[config.mk]
export PLATFORM = sky130hd
export DESIGN_NAME = stonyman_capture
export DESIGN_NICKNAME = d
export VERILOG_FILES = /design/src/rtl/stonyman_pkg.sv /design/src/rtl/stonyman_pulse_timer.sv /design/src/rtl/stonyman_capture.sv
export SDC_FILE = /design/constraint.sdc
export NUM_CORES = 1
export LEC_CHECK = 0
export BUFFER_PORTS_ARGS = -buffer_cell sky130_fd_sc_hd__buf_2
export CELL_PAD_IN_SITES_DETAIL_PLACEMENT = 0
export CELL_PAD_IN_SITES_GLOBAL_PLACEMENT = 1
export CORE_MARGIN = 1
export CORE_UTILIZATION = 45
export CTS_CLUSTER_SIZE = 20
export DETAILED_ROUTE_END_ITERATION = 10
export PLACE_DENSITY = 0.81
export SYNTH_ARGS = -nofsm -noshare
export SYNTH_HDL_FRONTEND = slang
export SYNTH_SLANG_ARGS = --single-unit
[constraint.sdc]
create_clock -name PCLK -period 2.6 [get_ports PCLK]
set_clock_uncertainty 0.05 [all_clocks]
set_input_delay 0.39 -clock PCLK [delete_from_list [all_inputs] [get_ports PCLK]]
set_output_delay 0.39 -clock PCLK [all_outputs]
set_load 0.02 [all_outputs]
[src/rtl/stonyman_pkg.sv]
// Shared definitions for the Stonyman capture path.
//   state_t   : capture FSM states
//   WIDTH     : pixel width
//   DEF_ROWS/DEF_COLS : default frame geometry
//   TMR_W     : width of the shared pulse/settle timer
//   cnt_w()   : counter width for a modulus, never below 1 bit
package stonyman_pkg;
  localparam int WIDTH    = 8;
  localparam int DEF_ROWS = 112;
  localparam int DEF_COLS = 112;
  localparam int TMR_W    = 8;

  typedef enum logic [2:0] {
    S_IDLE   = 3'd0,
    S_RST_V  = 3'd1,
    S_RST_P  = 3'd2,
    S_SETTLE = 3'd3,
    S_CONV   = 3'd4,
    S_WRITE  = 3'd5,
    S_INC_P  = 3'd6,
    S_INC_V  = 3'd7
  } state_t;

  function automatic int cnt_w(input int n);
    return (n > 1) ? $clog2(n) : 1;
  endfunction
endpackage

[src/rtl/stonyman_pulse_timer.sv]
// Down-counting wait timer shared by every pulse and settle interval.
//   clk, rst_n : clock, async active-low reset
//   start      : first cycle of a timed interval (load is sampled here)
//   load       : interval length minus one
//   busy       : a started interval is still counting
//   done       : last cycle of the interval (combinational)
// An interval started with load=N lasts exactly N+1 cycles including the
// start cycle, so load=0 gives a single-cycle interval with done on start.
module stonyman_pulse_timer
  import stonyman_pkg::*;
#(
  parameter int W = TMR_W
) (
  input  logic         clk,
  input  logic         rst_n,
  input  logic         start,
  input  logic [W-1:0] load,
  output logic         busy,
  output logic         done
);
  logic [W-1:0] cnt;

  assign done = start ? (load == '0) : (busy && (cnt == '0));

  always_ff @(posedge clk or negedge rst_n) begin
    if (!rst_n) begin
      busy <= 1'b0;
      cnt  <= '0;
    end else if (start) begin
      // the start cycle itself already counts as the first cycle
      busy <= (load != '0);
      cnt  <= (load == '0) ? '0 : load - W'(1);
    end else if (busy) begin
      if (cnt == '0) busy <= 1'b0;
      else           cnt  <= cnt - W'(1);
    end
  end
endmodule

[src/rtl/stonyman_capture.sv]
// Sensor-side writer for the Stonyman pixel FIFO. On a start request it
// resets the row/column pointers, then scans ROWS x COLS pixels, converting
// each through an external ADC and writing it into the FIFO.
//   PCLK, PRESERN     : clock, async active-low reset
//   START_CAPTURE     : active-low frame request (one frame per low level)
//   BUSY              : frame in progress
//   FIFO_WREN/FIFO_DATA/FULL : active-low FIFO write port and full flag
//   RESP/INCP/RESV/INCV : pointer-control pins, active high, one at a time
//   INPHI             : amplifier phase, held low
//   ADC_START/ADC_DONE/ADC_DATA : single-pulse conversion handshake
module stonyman_capture
  import stonyman_pkg::*;
#(
  parameter int ROWS       = DEF_ROWS,
  parameter int COLS       = DEF_COLS,
  parameter int PULSE_CYC  = 4,
  parameter int SETTLE_CYC = 8
) (
  input  logic             PCLK,
  input  logic             PRESERN,
  input  logic             START_CAPTURE,
  output logic             BUSY,
  output logic             FIFO_WREN,
  output logic [WIDTH-1:0] FIFO_DATA,
  input  logic             FULL,
  output logic             RESP,
  output logic             INCP,
  output logic             RESV,
  output logic             INCV,
  output logic             INPHI,
  output logic             ADC_START,
  input  logic             ADC_DONE,
  input  logic [WIDTH-1:0] ADC_DATA
);
  localparam int RW = cnt_w(ROWS);
  localparam int CW = cnt_w(COLS);
  localparam logic [TMR_W-1:0] LD_PULSE  = TMR_W'(PULSE_CYC - 1);
  localparam logic [TMR_W-1:0] LD_SETTLE = TMR_W'(SETTLE_CYC - 1);
  localparam logic [RW-1:0]    ROW_LAST  = RW'(ROWS - 1);
  localparam logic [CW-1:0]    COL_LAST  = CW'(COLS - 1);

  state_t             state;
  logic [RW-1:0]      row;
  logic [CW-1:0]      col;
  logic               armed;
  logic               tmr_start;
  logic [TMR_W-1:0]   tmr_load;
  logic               tmr_busy;
  logic               tmr_done;

  assign INPHI = 1'b0;

  // The FSM raises tmr_start together with the state change, so the timer
  // sees start in the first cycle of the timed state.
  stonyman_pulse_timer #(.W(TMR_W)) u_tmr (
    .clk   (PCLK),
    .rst_n (PRESERN),
    .start (tmr_start),
    .load  (tmr_load),
    .busy  (tmr_busy),
    .done  (tmr_done)
  );

  always_ff @(posedge PCLK or negedge PRESERN) begin
    if (!PRESERN) begin
      state     <= S_IDLE;
      BUSY      <= 1'b0;
      FIFO_WREN <= 1'b1;
      FIFO_DATA <= '0;
      RESP      <= 1'b0;
      INCP      <= 1'b0;
      RESV      <= 1'b0;
      INCV      <= 1'b0;
      ADC_START <= 1'b0;
      row       <= '0;
      col       <= '0;
      armed     <= 1'b0;
      tmr_start <= 1'b0;
      tmr_load  <= '0;
    end else begin
      tmr_start <= 1'b0;
      ADC_START <= 1'b0;
      FIFO_WREN <= 1'b1;
      // A request must be seen released before it can start a frame, so a
      // request held low produces exactly one frame.
      if (START_CAPTURE) armed <= 1'b1;

      case (state)
        S_IDLE: begin
          if (armed && !START_CAPTURE && !tmr_busy) begin
            armed     <= 1'b0;
            BUSY      <= 1'b1;
            RESV      <= 1'b1;
            row       <= '0;
            col       <= '0;
            tmr_start <= 1'b1;
            tmr_load  <= LD_PULSE;
            state     <= S_RST_V;
          end
        end
        S_RST_V: begin
          if (tmr_done) begin
            RESV      <= 1'b0;
            RESP      <= 1'b1;
            tmr_start <= 1'b1;
            tmr_load  <= LD_PULSE;
            state     <= S_RST_P;
          end
        end
        S_RST_P: begin
          if (tmr_done) begin
            RESP      <= 1'b0;
            col       <= '0;
            tmr_start <= 1'b1;
            tmr_load  <= LD_SETTLE;
            state     <= S_SETTLE;
          end
        end
        S_SETTLE: begin
          if (tmr_done) begin
            ADC_START <= 1'b1;
            state     <= S_CONV;
          end
        end
        S_CONV: begin
          // ADC_DONE is accepted from the ADC_START cycle onward
          if (ADC_DONE) begin
            FIFO_DATA <= ADC_DATA;
            state     <= S_WRITE;
          end
        end
        S_WRITE: begin
          // FIFO_WREN low means the single write for this pixel is on the
          // pins this cycle; otherwise keep stalling until FULL clears.
          if (!FIFO_WREN) begin
            if (col < COL_LAST) begin
              INCP      <= 1'b1;
              tmr_start <= 1'b1;
              tmr_load  <= LD_PULSE;
              state     <= S_INC_P;
            end else if (row < ROW_LAST) begin
              INCV      <= 1'b1;
              tmr_start <= 1'b1;
              tmr_load  <= LD_PULSE;
              state     <= S_INC_V;
            end else begin
              BUSY  <= 1'b0;
              row   <= '0;
              col   <= '0;
              state <= S_IDLE;
            end
          end else if (!FULL) begin
            FIFO_WREN <= 1'b0;
          end
        end
        S_INC_P: begin
          if (tmr_done) begin
            INCP      <= 1'b0;
            col       <= col + CW'(1);
            tmr_start <= 1'b1;
            tmr_load  <= LD_SETTLE;
            state     <= S_SETTLE;
          end
        end
        S_INC_V: begin
          if (tmr_done) begin
            INCV      <= 1'b0;
            RESP      <= 1'b1;
            row       <= row + RW'(1);
            tmr_start <= 1'b1;
            tmr_load  <= LD_PULSE;
            state     <= S_RST_P;
          end
        end
        default: state <= S_IDLE;
      endcase
    end
  end
endmodule

## After elaboration in Yosys (flattened, before gate mapping)

Index checks and enable logic that the tools add are counted.
Widths: inputs -> output; s select.

| word-level totals | value |
|---|---|
| bits in latches | 0 |
| logic and storage cells | 139 |
| bits in registers | 51 |
| memories | 0 |
| memory bits (read-only) | 0 |
| memory bits (writable) | 0 |

| cells by class | value |
|---|---|
| bitwise logic cells | 0 |
| equal/unequal tests | 23 |
| div/mod/pow operators | 0 |
| shifts and indexed selects | 0 |
| reductions and logical operators | 32 |
| add/sub/neg operators | 4 |
| order comparisons | 2 |
| mux-type cells | 62 |
| multipliers | 0 |

Operators by type and width:

| cell | number |
|---|---|
| $mux 8 | 10 |
| $mux 7 | 7 |
| $pmux 8 s4 | 1 |
| $pmux 7 s4 | 1 |
| $mux 1 | 27 |
| $ne 2x2->1 const B | 13 |
| $mux 3 | 8 |
| $pmux 7 s3 | 1 |
| $pmux 3 s6 | 1 |
| $reduce_and 6->1 | 3 |
| $logic_not 8->1 | 2 |
| $sub 8x1->8 const B | 2 |
| $add 7x1->7 const B | 2 |
| $lt 7x7->1 const B | 2 |
| $eq 3x3->1 const B | 4 |
| $reduce_bool 2->1 | 6 |
| $pmux 1 s2 | 5 |
| $reduce_and 5->1 | 2 |
| $reduce_bool 4->1 | 2 |
| $reduce_bool 8->1 | 1 |
| $reduce_and 7->1 | 1 |
| $eq 3x2->1 const B | 2 |
| $reduce_and 3->1 | 2 |
| $ne 2x1->1 const B | 2 |
| other kinds (11) | 16 |

## Logic depth before layout (Yosys ltp)

| logic depth | value |
|---|---|
| word-level depth | 5 |
| gate-level depth with buffers | 7 |
| gate-level depth less buffers | 7 |

## Hierarchy

A second synthesis with hierarchy kept.

| unflattened totals | value |
|---|---|
| cell total of the unflattened synthesis | 259 |
| area, all modules | 2509.9 um^2 |

By module, submodules not included:

| module | area an instance (um^2) | cells each | instances |
|---|---|---|---|
| stonyman_capture | 1803.0 | 181 | 1 |
| stonyman_pulse_timer | 706.9 | 78 | 1 |

## Worst setup path after synthesis

Ideal clock, no wire load.

| timing | value |
|---|---|
| path type | register to register |
| start | register u_tmr.cnt[0] |
| end | register col[2] |
| clock period less this slack | 1.876 ns |
| stages on the path, launching flop included | 7 |
| data arrival time | 1.700 ns |
| path slack | 0.724 ns |
| cell sequence | dfrtp_1 > inv_1 > ha_1 > and4bb_2 > nand4_1 > a211o_4 > a221o_1 |

| on the way | value |
|---|---|
| word-level cells in the longest chain between the ends | 5 |
| elaborated cells on any way between the ends | 6 |
| classes of those cells | eq/ne: 2; mux: 1; reduce/logical: 3 |

Ends and longest elaborated chain:

| item | line | source |
|---|---|---|
| from (decl) | stonyman_pulse_timer.sv:21 | `logic [W-1:0] cnt;` |
| from (signal assigned) | stonyman_pulse_timer.sv:32 | `cnt <= (load == '0) ? '0 : load - W'(1);` |
| from (signal assigned) | stonyman_pulse_timer.sv:35 | `else cnt <= cnt - W'(1);` |
| $logic_not 8->1 * | stonyman_pulse_timer.sv:23 | `assign done = start ? (load == '0) : (busy && (cnt == '0));` |
| $logic_and 1x1->1 * | stonyman_pulse_timer.sv:23 |  |
| $mux 1 * | stonyman_pulse_timer.sv:23 |  |
| $ne 2x2->1 (no source line) | - |  |
| $reduce_and 7->1 (no source line) * | - |  |
| to (signal assigned) | stonyman_capture.sv:159 | `col <= col + CW'(1);` |
| to (decl) | stonyman_capture.sv:44 | `logic [CW-1:0] col;` |

Mark *: on every way between the ends. The rest lies on a longest branch, timed or not.
A chain may end at the register's enable or synchronous reset.

## Worst setup path after layout

| timing | value |
|---|---|
| start | register state[1] |
| end | register row[2] |

| on the way | value |
|---|---|
| word-level cells in the longest chain between the ends | 3 |
| elaborated cells on any way between the ends | 11 |
| classes of those cells | eq/ne: 7; mux: 1; reduce/logical: 3 |

Ends and longest elaborated chain:

| item | line | source |
|---|---|---|
| from (decl) | stonyman_capture.sv:42 | `state_t state;` |
| from (signal assigned) | stonyman_capture.sv:66 | `state <= S_IDLE;` |
| from (signal assigned) | stonyman_capture.sv:98 | `state <= S_RST_V;` |
| from (signal assigned) | stonyman_capture.sv:107 | `state <= S_RST_P;` |
| $eq 3x3->1 / $logic_not 3->1 (equally long branches) | stonyman_capture.sv:88 | `case (state)` |
| $ne 2x2->1 (no source line) / $reduce_bool 3->1 (equally long branches) | - |  |
| $reduce_and 6->1 (no source line) | - |  |
| to (signal assigned) | stonyman_capture.sv:169 | `row <= row + RW'(1);` |
| to (decl) | stonyman_capture.sv:43 | `logic [RW-1:0] row;` |

Parallel ways exist; a longest one is shown, timed or not.

==> flow_summary.toml <==
[detailed_routing]
first_pass_iters = 4
via_per_inst = 5.60
antenna_left = 0
wl_per_cell_um = 14.7
via_count = 1843
wirelength_mm = 4.83
drt_iter0_markers = 129
drc = 0

[yosys]
synth_largest_type_area_fraction = 0.467
synth_top_cells_by_count = "44 x dfrtp_1, 24 x nand2_1, 14 x nor2_1"
synth_area_um2 = 2360
synthCells = 229
ys_warn_count = 0
yosysMostFrequentCell = "dfrtp_1"
ys_top_cells_by_area = "dfrtp_1 47%, mux2_2 4.3%, nand2_1 3.8%, a21o_1 2.5%, nor2_1 2.2%"
synth.ff_latch_count = 45
synth_largest_area_cell = "dfrtp_1"
synth-edff-count = 0
synth_top_flop_cell = "dfrtp_1"
seq_area_frac_synth = 0.478
avgSynthCellArea_um2 = 10.3
async_reset_ff_frac = 1.00
synth_cell_types = 49
syn_nets = 246

[placement]
portBuffers = 27
gp_congestion = 0.765
dp_hpwl_mm = 3.43
placed_cells = 320

[critical_path]
rr_worst_depth = 5
cp.required_ps = 2740
cp-endpoint = "row[2]"
crit_family = "compound AO/OA/AOI/OAI gates"
r2r-end = "row[2]"
start_kind = "flip-flop"
cp.arrival_ps = 2350
end_kind = "flip-flop"
cp.buffers_inverters = 0
startpoint = "state[1]"
rr_startpoint = "state[1]"
path_depth = 5
crit_chain = "nand2b_1 -> nor2_1 -> a211oi_1 -> a211o_1 -> a221o_1"
cp_max_fo = 19
rrSetupSlack_ps = 380
path_class = "flip-flop to flip-flop"
crit_path_max_incr_delay_ps = 570
slowest_stage = "dfrtp_1"

[cells_and_area]
area_growth_pct = 14.6
final_cells = 329
layout-drive-gt1-share = 0.214
n_fill_cell = 449
final_nets = 278
antenna_cells = 0

[flow_run]
maxCapViolCount = 0

[floorplanning]
pin_count = 29
die_h_um = 74.4
num_rows = 25
die_w_um = 74.4
initial_utilization = 0.483
design.core.area_um2 = 4880
dieArea_um2 = 5530

[clocking]
cts_made_buffers = 5
cts.sinks = 45
post_cts_buffers = 0
cts_htree_levels = 2
clock-root-buffer = "clkbuf_8"
worstSkewPairLatency_ps = 300
cts_tree = "built"
clk_pin_slew_ps = 80
clock_path_buffers = 2

[timing]
tightest_slew_ps = 611
setup_viol = 0
timing.final.max_slew_violations = 0
max_slew_margin = 0.591
rsz0062_at_grt = "false"
timing.setup.tns_ps = 0
fin_crit_sh = 0.853
period_minus_slack_ps = 2220
clock.fmax_ghz = 0.451
hold_viol_final = 0

[power_and_ir_drop]
p_per_area_nw_per_um2 = 886
vdd_ir_drop_max_v = 0.000424
p_leak_nw = 1.20

[global_route]
grt_max_degree = 25
grt_usage = 0.206
overflow = 0
grt_pass1_wl_mm = 8.58
grt_pass1_vias = 1792
antenna_found_initial = 0

[run_status]
status = "finished, final reports clean"

[min_path]
hold_class = "primary input to flip-flop"
==> final cells by class <==
cell class              instances  area, um^2  area share
clock buffers                   6        82.6      0.0306
well taps                      67        83.8      0.0310
clock inverters                 2        37.5      0.0139
multi-input cells             169        1160       0.431
flip-flops and latches         45        1130       0.417
repair buffers                 32         175      0.0648
inverters                       8        30.0      0.0111
==> registers in the layout, indices dropped and copies added (netlist names) <==
| register | cells |
|---|---|
| u_tmr.busy | 1 |
| INCV | 1 |
| BUSY | 1 |
| INCP | 1 |
| FIFO_WREN | 1 |
| state | 3 |
| FIFO_DATA | 8 |
| RESP | 1 |
| row | 7 |
| tmr_start | 1 |
| armed | 1 |
| u_tmr.cnt | 8 |
| ADC_START | 1 |
| RESV | 1 |
| col | 7 |
| tmr_load | 2 |
==> worst reg2reg max path, cell delays in order, from the launching register on <==
cell      delay (ps)
dfrtp_1          570
nand2b_1         300
nor2_1           300
a211oi_1         100
a211o_1          400
a221o_1          380
==> logic make-up (layout without fill, tap and decap cells) <==
logic type / after synthesis / count (layout) / share of synthesized area
AOI/OAI and AO/OA: 60 / 60 / 0.195
xor gates and xnor gates: 8 / 8 / 0.0297
adders and majority gates: 4 / 4 / 0.0212
buffers and inverters: 15 / 48 / 0.0276
DFF: 45 / 45 / 0.478
muxes: 11 / 11 / 0.0515
other: 1 / 1 / 0.00159
and+or+nand+nor: 85 / 85 / 0.195
==> routing by layer <==
metal / GRT usage / wire [um] / vias to the layer above
met5: 0 / 0 / -
met4: 0.0692 / 70 / 0
met3: 0.0488 / 158 / 7
met2: 0.322 / 2100 / 28
met1: 0.282 / 2500 / 894
li1: - / - / 914
==> metrics by stage <==
stage / area (um^2) / setup slack [ps] / total power, mW / hold slack [ps] / utilization
after floorplan: 2360 / 724 / 1.63 / 44.4 / -
final: 2700 / 383 / 2.39 / 247 / 0.554
after global routing: 2700 / 201 / 2.56 / 248 / 0.554
after detailed placement: 2570 / 391 / 1.85 / 332 / 0.527
after CTS: 2700 / 391 / 2.42 / 233 / 0.554
after global placement: 2570 / 409 / 1.84 / 333 / 0.527
==> cells in the final DEF (no fill, tap or decap), types with 6 or more instances in the layout <==
cell / Yosys / routed
inv_1: 8 / 8
buf_2: 1 / 27
a21o_1: 8 / 8
clkbuf_8: 0 / 6
dfrtp_1: 44 / 44
nand3_1: 9 / 9
nor2_1: 14 / 14
o21ai_0: 9 / 9
nand2_1: 24 / 24
o31ai_1: 7 / 7
mux2_2: 9 / 9
==> power breakdown <==
group | switching, mW | internal, mW | leakage (nW)
logic | 0.396 | 0.313 | 0.594
clock network | 0.243 | 0.313 | 0.0574
registers | 0.240 | 0.888 | 0.550
==> what timing repair did <==
| action | in CTS | in global routing |
|---|---|---|
| gates resized for setup | 0 | 0 |
| hold buffers | 1 | 0 |
| hold endpoints to repair | 6 | 0 |
==> how the worst min path moves through the flow <==
| stage | start | endpoint | slack, ps | cells after the start |
|---|---|---|---|---|
| after floorplan | PRESERN | ADC_START | 40 | 0 |
| after global placement | PRESERN | u_tmr.cnt[2] | 330 | 1 |
| after detailed placement | PRESERN | u_tmr.cnt[4] | 330 | 1 |
| after CTS | FULL | FIFO_WREN | 230 | 2 |
| after global routing | FULL | FIFO_WREN | 250 | 2 |
| final | FULL | FIFO_WREN | 250 | 2 |
No activity file was read; power rests on OpenSTA's default activity.
